==> src/rtl/hamming_secded_pipe.sv <==
// Two-stage pipelined Hamming SECDED codec with valid/ready streaming.
// Fault injection is compiled in only when HAMMING_INJECT_EN is defined.
module hamming_secded_pipe #(
  parameter int DATA_W = 4,
  parameter int CNT_W  = 8,
  localparam int P = (DATA_W == 26) ? 5 :
                     (DATA_W == 11) ? 4 : 3
) (
  input  logic              clk,
  input  logic              reset,
  input  logic              in_valid,
  output logic              in_ready,
  input  logic [DATA_W-1:0] in_data,
  input  logic              inj_en,
  input  logic              inj_dbl,
  input  logic [P-1:0]      inj_pos_a,
  input  logic [P-1:0]      inj_pos_b,
  output logic              out_valid,
  input  logic              out_ready,
  output logic [DATA_W-1:0] out_data,
  output logic [P-1:0]      out_syndrome,
  output logic              out_err_sgl,
  output logic              out_err_dbl,
  output logic [CNT_W-1:0]  cnt_sgl,
  output logic [CNT_W-1:0]  cnt_dbl,
  input  logic              cnt_clr
);

  localparam int N  = (1 << P) - 1;
  localparam int CW = N + 1;

  if (DATA_W != 4 && DATA_W != 11 && DATA_W != 26) begin : g_bad_width
    $error("hamming_secded_pipe: DATA_W must be 4, 11 or 26");
  end

  // Codeword position holding data bit j (non-power-of-2 slots, ascending).
  function automatic int dpos(input int j);
    int cnt;
    int r;
    cnt = 0;
    r   = 0;
    for (int p = 1; p <= N; p++) begin
      if ((p & (p - 1)) != 0) begin
        if (cnt == j) r = p;
        cnt++;
      end
    end
    return r;
  endfunction

  // Positions 1..N whose index has bit k set.
  function automatic logic [CW-1:0] pmask(input int k);
    logic [CW-1:0] m;
    m = '0;
    for (int p = 1; p <= N; p++) begin
      if (((p >> k) & 1) != 0) m = m | (CW'(1) << p);
    end
    return m;
  endfunction

  logic          s1_valid;
  logic [CW-1:0] s1_cw;
  logic [CW-1:0] enc_cw;
  logic [CW-1:0] s1_next;
  logic          s1_adv;
  logic          s2_adv;

  logic [P-1:0]      syn;
  logic              op;
  logic [CW-1:0]     cw_fix;
  logic [DATA_W-1:0] dec;

  assign s2_adv   = !out_valid || out_ready;
  assign s1_adv   = !s1_valid || s2_adv;
  assign in_ready = s1_adv && !reset;

  // Encoder: scatter data, fill parity slots, then overall parity at c[0].
  always_comb begin
    enc_cw = '0;
    for (int j = 0; j < DATA_W; j++) begin
      enc_cw = enc_cw |
        ((CW'(in_data >> j) & CW'(1)) << dpos(j));
    end
    for (int k = 0; k < P; k++) begin
      enc_cw = enc_cw |
        (CW'(^(enc_cw & pmask(k))) << (1 << k));
    end
    enc_cw[0] = ^enc_cw[N:1];
  end

`ifdef HAMMING_INJECT_EN
  logic [CW-1:0] inj_mask;

  // OR-ing the two flips makes pos_b == pos_a a single fault.
  always_comb begin
    inj_mask = '0;
    if (inj_en) begin
      inj_mask = CW'(1) << inj_pos_a;
      if (inj_dbl) inj_mask = inj_mask | (CW'(1) << inj_pos_b);
    end
  end

  assign s1_next = enc_cw ^ inj_mask;
`else
  logic unused_inj;
  assign unused_inj = ^{inj_en, inj_dbl, inj_pos_a, inj_pos_b};
  assign s1_next    = enc_cw;
`endif

  // Stage 1 register: encoded (and possibly faulted) codeword.
  always_ff @(posedge clk) begin
    if (reset) begin
      s1_valid <= 1'b0;
      s1_cw    <= '0;
    end else if (s1_adv) begin
      s1_valid <= in_valid;
      if (in_valid) s1_cw <= s1_next;
    end
  end

  // Decoder: syndrome, overall parity, correction and data gather.
  always_comb begin
    syn = '0;
    for (int k = 0; k < P; k++) begin
      syn = syn | (P'(^(s1_cw & pmask(k))) << k);
    end
    op     = ^s1_cw;
    cw_fix = op ? (s1_cw ^ (CW'(1) << syn)) : s1_cw;
    dec    = '0;
    for (int j = 0; j < DATA_W; j++) begin
      dec = dec |
        (DATA_W'((cw_fix >> dpos(j)) & CW'(1)) << j);
    end
  end

  // Stage 2 register: held stable while downstream stalls.
  always_ff @(posedge clk) begin
    if (reset) begin
      out_valid    <= 1'b0;
      out_data     <= '0;
      out_syndrome <= '0;
      out_err_sgl  <= 1'b0;
      out_err_dbl  <= 1'b0;
    end else if (s2_adv) begin
      out_valid <= s1_valid;
      if (s1_valid) begin
        out_data     <= dec;
        out_syndrome <= syn;
        out_err_sgl  <= op;
        out_err_dbl  <= !op && (syn != '0);
      end
    end
  end

  // Saturating error counters on delivered words; clear wins.
  always_ff @(posedge clk) begin
    if (reset || cnt_clr) begin
      cnt_sgl <= '0;
      cnt_dbl <= '0;
    end else if (out_valid && out_ready) begin
      if (out_err_sgl && cnt_sgl != '1)
        cnt_sgl <= cnt_sgl + CNT_W'(1);
      if (out_err_dbl && cnt_dbl != '1)
        cnt_dbl <= cnt_dbl + CNT_W'(1);
    end
  end

endmodule

==> config.mk <==
export PLATFORM = sky130hd
export DESIGN_NAME = hamming_secded_pipe
export DESIGN_NICKNAME = d
export VERILOG_FILES = /design/src/rtl/hamming_secded_pipe.sv
export SDC_FILE = /design/constraint.sdc
export NUM_CORES = 1
export LEC_CHECK = 0
export CAP_MARGIN = 0
export CORE_UTILIZATION = 50
export DETAILED_ROUTE_END_ITERATION = 7
export GPL_ROUTABILITY_DRIVEN = 1
export PLACE_DENSITY = 0.88
export RECOVER_POWER = 100
export SLEW_MARGIN = 0
export SYNTH_ARGS = -nofsm -noshare
export SYNTH_HDL_FRONTEND = slang
export SYNTH_SLANG_ARGS = --single-unit
==> constraint.sdc <==
create_clock -name clk -period 2.7 [get_ports clk]
set_input_delay 0.27 -clock clk [delete_from_list [all_inputs] [get_ports clk]]
set_output_delay 0.27 -clock clk [all_outputs]
set_load 0.005 [all_outputs]
# Word level (Yosys, flattened, before mapping)
# Index checks and enable logic that the tools add are counted.
dict set report totals {
  ff_bits 35
  input_bits 17
  output_inout_bits 27
  wordCells 52
}
dict set report classes {
  n_addsub 2
  eq_ne 2
  shifts 1
  mux 1
  bitwise_logic 12
  reduce_logical 25
}
# op n
set op_table {}
lappend op_table {{8-bit XOR reduction} 7}
lappend op_table {{8-bit by 1-bit adder with 8-bit output, second input constant} 2}
lappend op_table {{8-bit != test, second input constant} 2}
lappend op_table {{8-bit 2-to-1 mux} 1}
lappend op_table {{7-bit by 8-bit OR with 8-bit output} 1}
lappend op_table {{8-bit by 2-bit OR with 8-bit output} 1}
lappend op_table {{8-bit by 3-bit OR with 8-bit output} 1}
lappend op_table {{8-bit by 5-bit OR with 8-bit output} 1}
lappend op_table {{2-bit AND reduction} 4}
lappend op_table {{1-bit by 3-bit << shifter with 8-bit output, first input constant} 1}
lappend op_table {{8-bit XOR} 1}
lappend op_table {{6-bit by 7-bit OR with 7-bit output} 1}
lappend op_table {{7-bit XOR reduction} 1}
lappend op_table {{4-bit by 6-bit OR with 6-bit output} 1}
lappend op_table {{1-bit logical AND} 5}
lappend op_table {{1-bit logical NOT} 4}
lappend op_table {{1-bit by 2-bit OR with 2-bit output} 2}
lappend op_table {{4-bit by 3-bit OR with 4-bit output} 1}
lappend op_table {{4-bit OR} 1}
lappend op_table {{1-bit logical OR} 3}
lappend op_table {{2-bit by 3-bit OR with 3-bit output} 1}
lappend op_table {{3-bit nonzero test} 1}

# Longest topological paths before layout
dict set report depth {
  ltp_word 10
  ltp_mapped 7
  ltp_nobuf 6
}

# Least setup slack after synthesis
# OpenSTA, ideal clock, no wires.
dict set report synth_path {
  kind {reg-to-reg}
  startpoint {register cnt_sgl[0]}
  endpoint {register cnt_sgl[5]}
  setup_time_ps 128
  arrival_time_ps 1497
  required_time_ps 2572
  path_slack_ps 1075
  path_stages_with_launch 7
  n_path_buf 0
  synth_period_minus_slack_ps 1625
  path_cell_list {dfxtp_1 > ha_1 > nand3_1 > o2111ai_1 > nor3_1 > xnor2_1 > nor2_1}
}
dict set report synth_via {
  elab_chain_len 3
  word_cells_on_any_way 4
  cone_classes {add/sub (1); eq/ne (1); reduce/logical (2)}
}
# item line
set synth_rtl {}
lappend synth_rtl {{start: declaration} 24} ;# output logic [CNT_W-1:0] cnt_sgl,
lappend synth_rtl {{start signal: assignment} 162} ;# cnt_sgl <= cnt_sgl + CNT_W'(1);
lappend synth_rtl {{branches (longest 3 deep; another with 8-bit by 1-bit adder with 8-bit output)} n/a}
# Several ways; the timed one is not identified.
# A chain may end at the register's enable or synchronous reset.

# Worst setup path after layout
dict set report layout_path {
  startpoint {input out_ready}
  endpoint {output in_ready}
}
dict set report layout_via {
  elab_chain_len 3
}
# item line
set layout_rtl {}
lappend layout_rtl {{start: declaration} 19} ;# input logic out_ready,
lappend layout_rtl {{1-bit logical OR} 73} ;# assign s2_adv = !out_valid || out_ready;
lappend layout_rtl {{1-bit logical OR} 74} ;# assign s1_adv = !s1_valid || s2_adv;
lappend layout_rtl {{1-bit logical AND} 75} ;# assign in_ready = s1_adv && !reset;
lappend layout_rtl {{end: declaration} 12} ;# output logic in_ready,
# Every way passes these cells.

==> flow_summary.yaml <==
run_status:
  run_status: "completed"
place:
  placement.setup.worst_slack_ns: 0.814
  total_half_perimeter_wirelength_after_legalization_and_detailed_placement_um: 2260
  io_buffers: 35
  place_inst: 259
  routabilityCongestion: 0.806
grt:
  globalRouteTotalUtil_pct: 20.0
  grt_pass1_vias: 1233
  first_pass_grt_wire_length_um: 5240
  largest_net_degree_at_the_start_of_global_routing: 22
  grt_antenna_before_repair: 0
  global_route.overflow_total: 0
setup_path:
  critPathArrivalTime_ns: 1.82
  worstReg2RegStart: "cnt_sgl[0]"
  critPathLaunchType: "primary input"
  r2r.worst_path.cells: 6
  required_ns: 2.43
  critPathKind: "in -> out"
  worst-path-max-fanout: 4
  r2r_end: "cnt_sgl[6]"
  critPathCaptureType: "output port"
  timing.reg2reg.setup_slack_ns: 0.88
  setup.worst_path.start: "out_ready"
clock_network:
  postCtsSetupRepairBufs: 0
  clock-sinks: 35
  cts-root-to-sink-buffers: 2
  htreeDepth: 2
  clk_pin_slew_worst_paths_ns: 0.10
  quantity_of_gates_resized_following_cts: 0
  cts.root.buffer_cell: "sky130_fd_sc_hd__clkbuf_4"
  cts_tree: "built"
  holdBufCountCts: 0
  insertion_delay_to_the_later_sink_of_the_worst_skew_pair_ns: 0.35
  cts_buffers: 5
route:
  ant_nets: 0
  post_drt_wl_per_cell_um: 11.3
  drc: 0
  drtIter0Drc: 56
  drt_wl_total_um: 3030
  detailroute.via_count: 1378
  firstDrtPassIters: 4
  mean_number_of_vias_per_cell: 5.16
floorplan:
  dieArea_mm2: 0.00356
  start_util_pct: 53.6
  core-area_mm2: 0.00310
  dieWidth_um: 59.7
  rows: 20
  height_of_the_chip_um: 59.7
  num_io_pins: 44
cells_and_area:
  synthToLayoutAreaGrowth_pct: 26.5
  insertedDiodeCount: 0
  final_cell_count_no_fill: 267
  utilization_pct: 67.8
  sequential_cell_area_um2: 701
  fraction_of_final_layout_cells_with_drive_strength_greater_than_1_pct: 5.38
  finalNetCount: 241
  multi_input_comb_area_um2: 906
  layout.filler_cells: 287
flow_run:
  drv_cap: 0
synth:
  avgSynthCellArea_um2: 8.84
  yosysWarningCount: 0
  syn_area_mm2: 0.00166
  synth_cells: 188
  synth.ff_latch_count: 35
  synth_nets: 207
  synthDistinctLibCells: 28
  synth_sequential_area_ratio_pct: 42.1
sta:
  post-route-period-util_pct: 77.4
  worst_slew_margin_rel_pct: 46.6
  timing.fmax_mhz: 479
  setup_repair_after_global_routing_missed_its_margin: "false"
  final-setup-viol-count: 0
  final_max_slew_viol_count: 0
  setup_slack_ns: 0.610
  final.setup_skew_ns: 0.00802
  final_period_minus_worst_setup_slack_ns: 2.09
  worstMarginPinSlew_ns: 0.800
  final.setup.tns_ns: 0
  finalHoldViolations: 0
min_path:
  min_path_type: "reg -> reg"
  worst_hold_path_stage_count: 2
  min_from: "s1_valid"
  whs_endpoint: "out_valid"
power_and_ir_drop:
  cellPowerDensity_mw_per_mm2: 508
  leakagePower_nw: 0.829
  irDropWorstVdd_mv: 0.260
[area by class of cell]
class                      instances  area share [%]
clock buffer                       8            3.27
inverter                           3           0.535
multi-input combinational        140            43.1
sequential                        35            33.3
tap                               44            2.62
timing repair buffer              37            17.2
[power by group]
part	switching, mW	total, mW	internal (mW)
clock network	0.169	0.322	0.153
logic	0.0939	0.190	0.0960
registers	0.0195	0.557	0.538
total	0.282	1.07	0.787
[through the flow]
step                      cell area [µm²]  hold slack, ns  total power [mW]
final                                2100           0.500              1.07
after global routing                 2100           0.523              1.13
after floorplan                      1660           0.391             0.708
after global placement               2040           0.473             0.764
after detailed placement             2040           0.479             0.769
after CTS                            2110           0.497              1.08
[metal layers]
layer | up-vias | part of all wire (%) | track usage [%]
li1 | 707 | - | -
met3 | 8 | 4.8 | 7.14
met5 | - | 0 | 0
met1 | 623 | 42 | 21.4
met2 | 40 | 51 | 35.1
met4 | 0 | 2.1 | 8.64
[cells in the final DEF, fill, tap and decap left out]
cell,n
sky130_fd_sc_hd__and3_1,2
sky130_fd_sc_hd__ha_1,2
sky130_fd_sc_hd__o21ai_0,3
sky130_fd_sc_hd__clkdlybuf4s50_1,7
sky130_fd_sc_hd__nor3_1,4
sky130_fd_sc_hd__nor2_1,40
sky130_fd_sc_hd__xnor2_2,2
sky130_fd_sc_hd__or2_2,1
sky130_fd_sc_hd__clkbuf_1,2
sky130_fd_sc_hd__o21a_1,1
sky130_fd_sc_hd__buf_4,1
sky130_fd_sc_hd__dfxtp_1,35
sky130_fd_sc_hd__or3_1,3
sky130_fd_sc_hd__nand2_1,4
sky130_fd_sc_hd__and3b_1,1
sky130_fd_sc_hd__a211oi_1,10
sky130_fd_sc_hd__clkbuf_8,2
sky130_fd_sc_hd__dlygate4sd3_1,28
sky130_fd_sc_hd__nand3_1,7
sky130_fd_sc_hd__o2111ai_1,1
sky130_fd_sc_hd__xnor2_1,21
sky130_fd_sc_hd__xor2_1,12
sky130_fd_sc_hd__nand2b_1,1
sky130_fd_sc_hd__mux2i_1,7
sky130_fd_sc_hd__o211ai_1,1
sky130_fd_sc_hd__inv_1,3
sky130_fd_sc_hd__clkbuf_4,5
sky130_fd_sc_hd__a21oi_1,8
sky130_fd_sc_hd__and2_0,1
sky130_fd_sc_hd__and3_2,1
sky130_fd_sc_hd__nor4b_1,2
sky130_fd_sc_hd__nand4_1,5
[logic make-up (layout without fill, tap and decap cells)]
| group | count (synthesis) | count (layout) | synth area share (%) |
|---|---|---|---|
| flops | 35 | 35 | 42.1 |
| xor+xnor | 35 | 35 | 19.3 |
| fa+ha+maj | 2 | 2 | 1.50 |
| compound gates | 24 | 24 | 9.26 |
| mux | 7 | 7 | 4.21 |
| buf+inv | 13 | 48 | 3.39 |
| simple gates | 72 | 72 | 20.2 |
[registers in the layout, indices dropped and copies added, names as in the netlist]
name,flops
out_syndrome,3
s1_cw,8
out_err_dbl,1
out_err_sgl,1
out_data,4
s1_valid,1
cnt_sgl,8
cnt_dbl,8
out_valid,1
[cell usage after synthesis]
cell	number	area share (%)
sky130_fd_sc_hd__ha_1	2	1.5
sky130_fd_sc_hd__and3_1	2	0.75
sky130_fd_sc_hd__o211ai_1	1	0.45
sky130_fd_sc_hd__o21a_1	1	0.45
sky130_fd_sc_hd__xnor2_1	21	11
sky130_fd_sc_hd__and3b_1	1	0.53
sky130_fd_sc_hd__a211oi_1	10	4.5
sky130_fd_sc_hd__dfxtp_1	35	42
sky130_fd_sc_hd__or2_2	1	0.38
sky130_fd_sc_hd__and3_2	1	0.45
sky130_fd_sc_hd__xnor2_2	2	2.0
sky130_fd_sc_hd__and2_1	1	0.38
sky130_fd_sc_hd__nand2_1	4	0.90
sky130_fd_sc_hd__a21oi_1	8	2.4
sky130_fd_sc_hd__nor3_1	4	1.2
sky130_fd_sc_hd__buf_4	2	0.90
sky130_fd_sc_hd__inv_1	3	0.68
sky130_fd_sc_hd__clkbuf_1	8	1.8
sky130_fd_sc_hd__or3_1	3	1.1
sky130_fd_sc_hd__mux2i_1	7	4.2
sky130_fd_sc_hd__xor2_1	12	6.3
sky130_fd_sc_hd__nand3_1	7	2.1
sky130_fd_sc_hd__nor4b_1	2	1.1
sky130_fd_sc_hd__nand2b_1	1	0.38
sky130_fd_sc_hd__nor2_1	40	9.0
sky130_fd_sc_hd__o2111ai_1	1	0.53
sky130_fd_sc_hd__o21ai_0	3	0.90
sky130_fd_sc_hd__nand4_1	5	1.9
[worst max-delay path: stages]
cell	delay [ns]
sky130_fd_sc_hd__dlygate4sd3_1	0.58
sky130_fd_sc_hd__nand2b_1	0.21
sky130_fd_sc_hd__nor2_1	0.14
sky130_fd_sc_hd__nor2_1	0.05
sky130_fd_sc_hd__dlygate4sd3_1	0.57
[worst max-delay path by stage]
stage,endpoint,slack (ns),depth (start not counted)
4_1_cts,in_ready,0.80,5
2_1_floorplan,cnt_sgl[5],1.08,6
3_5_place_dp,in_ready,0.81,5
6_report,in_ready,0.61,5
5_1_grt,in_ready,0.53,5
3_3_place_gp,in_ready,0.82,5
Power figures use the tool's default switching activity.
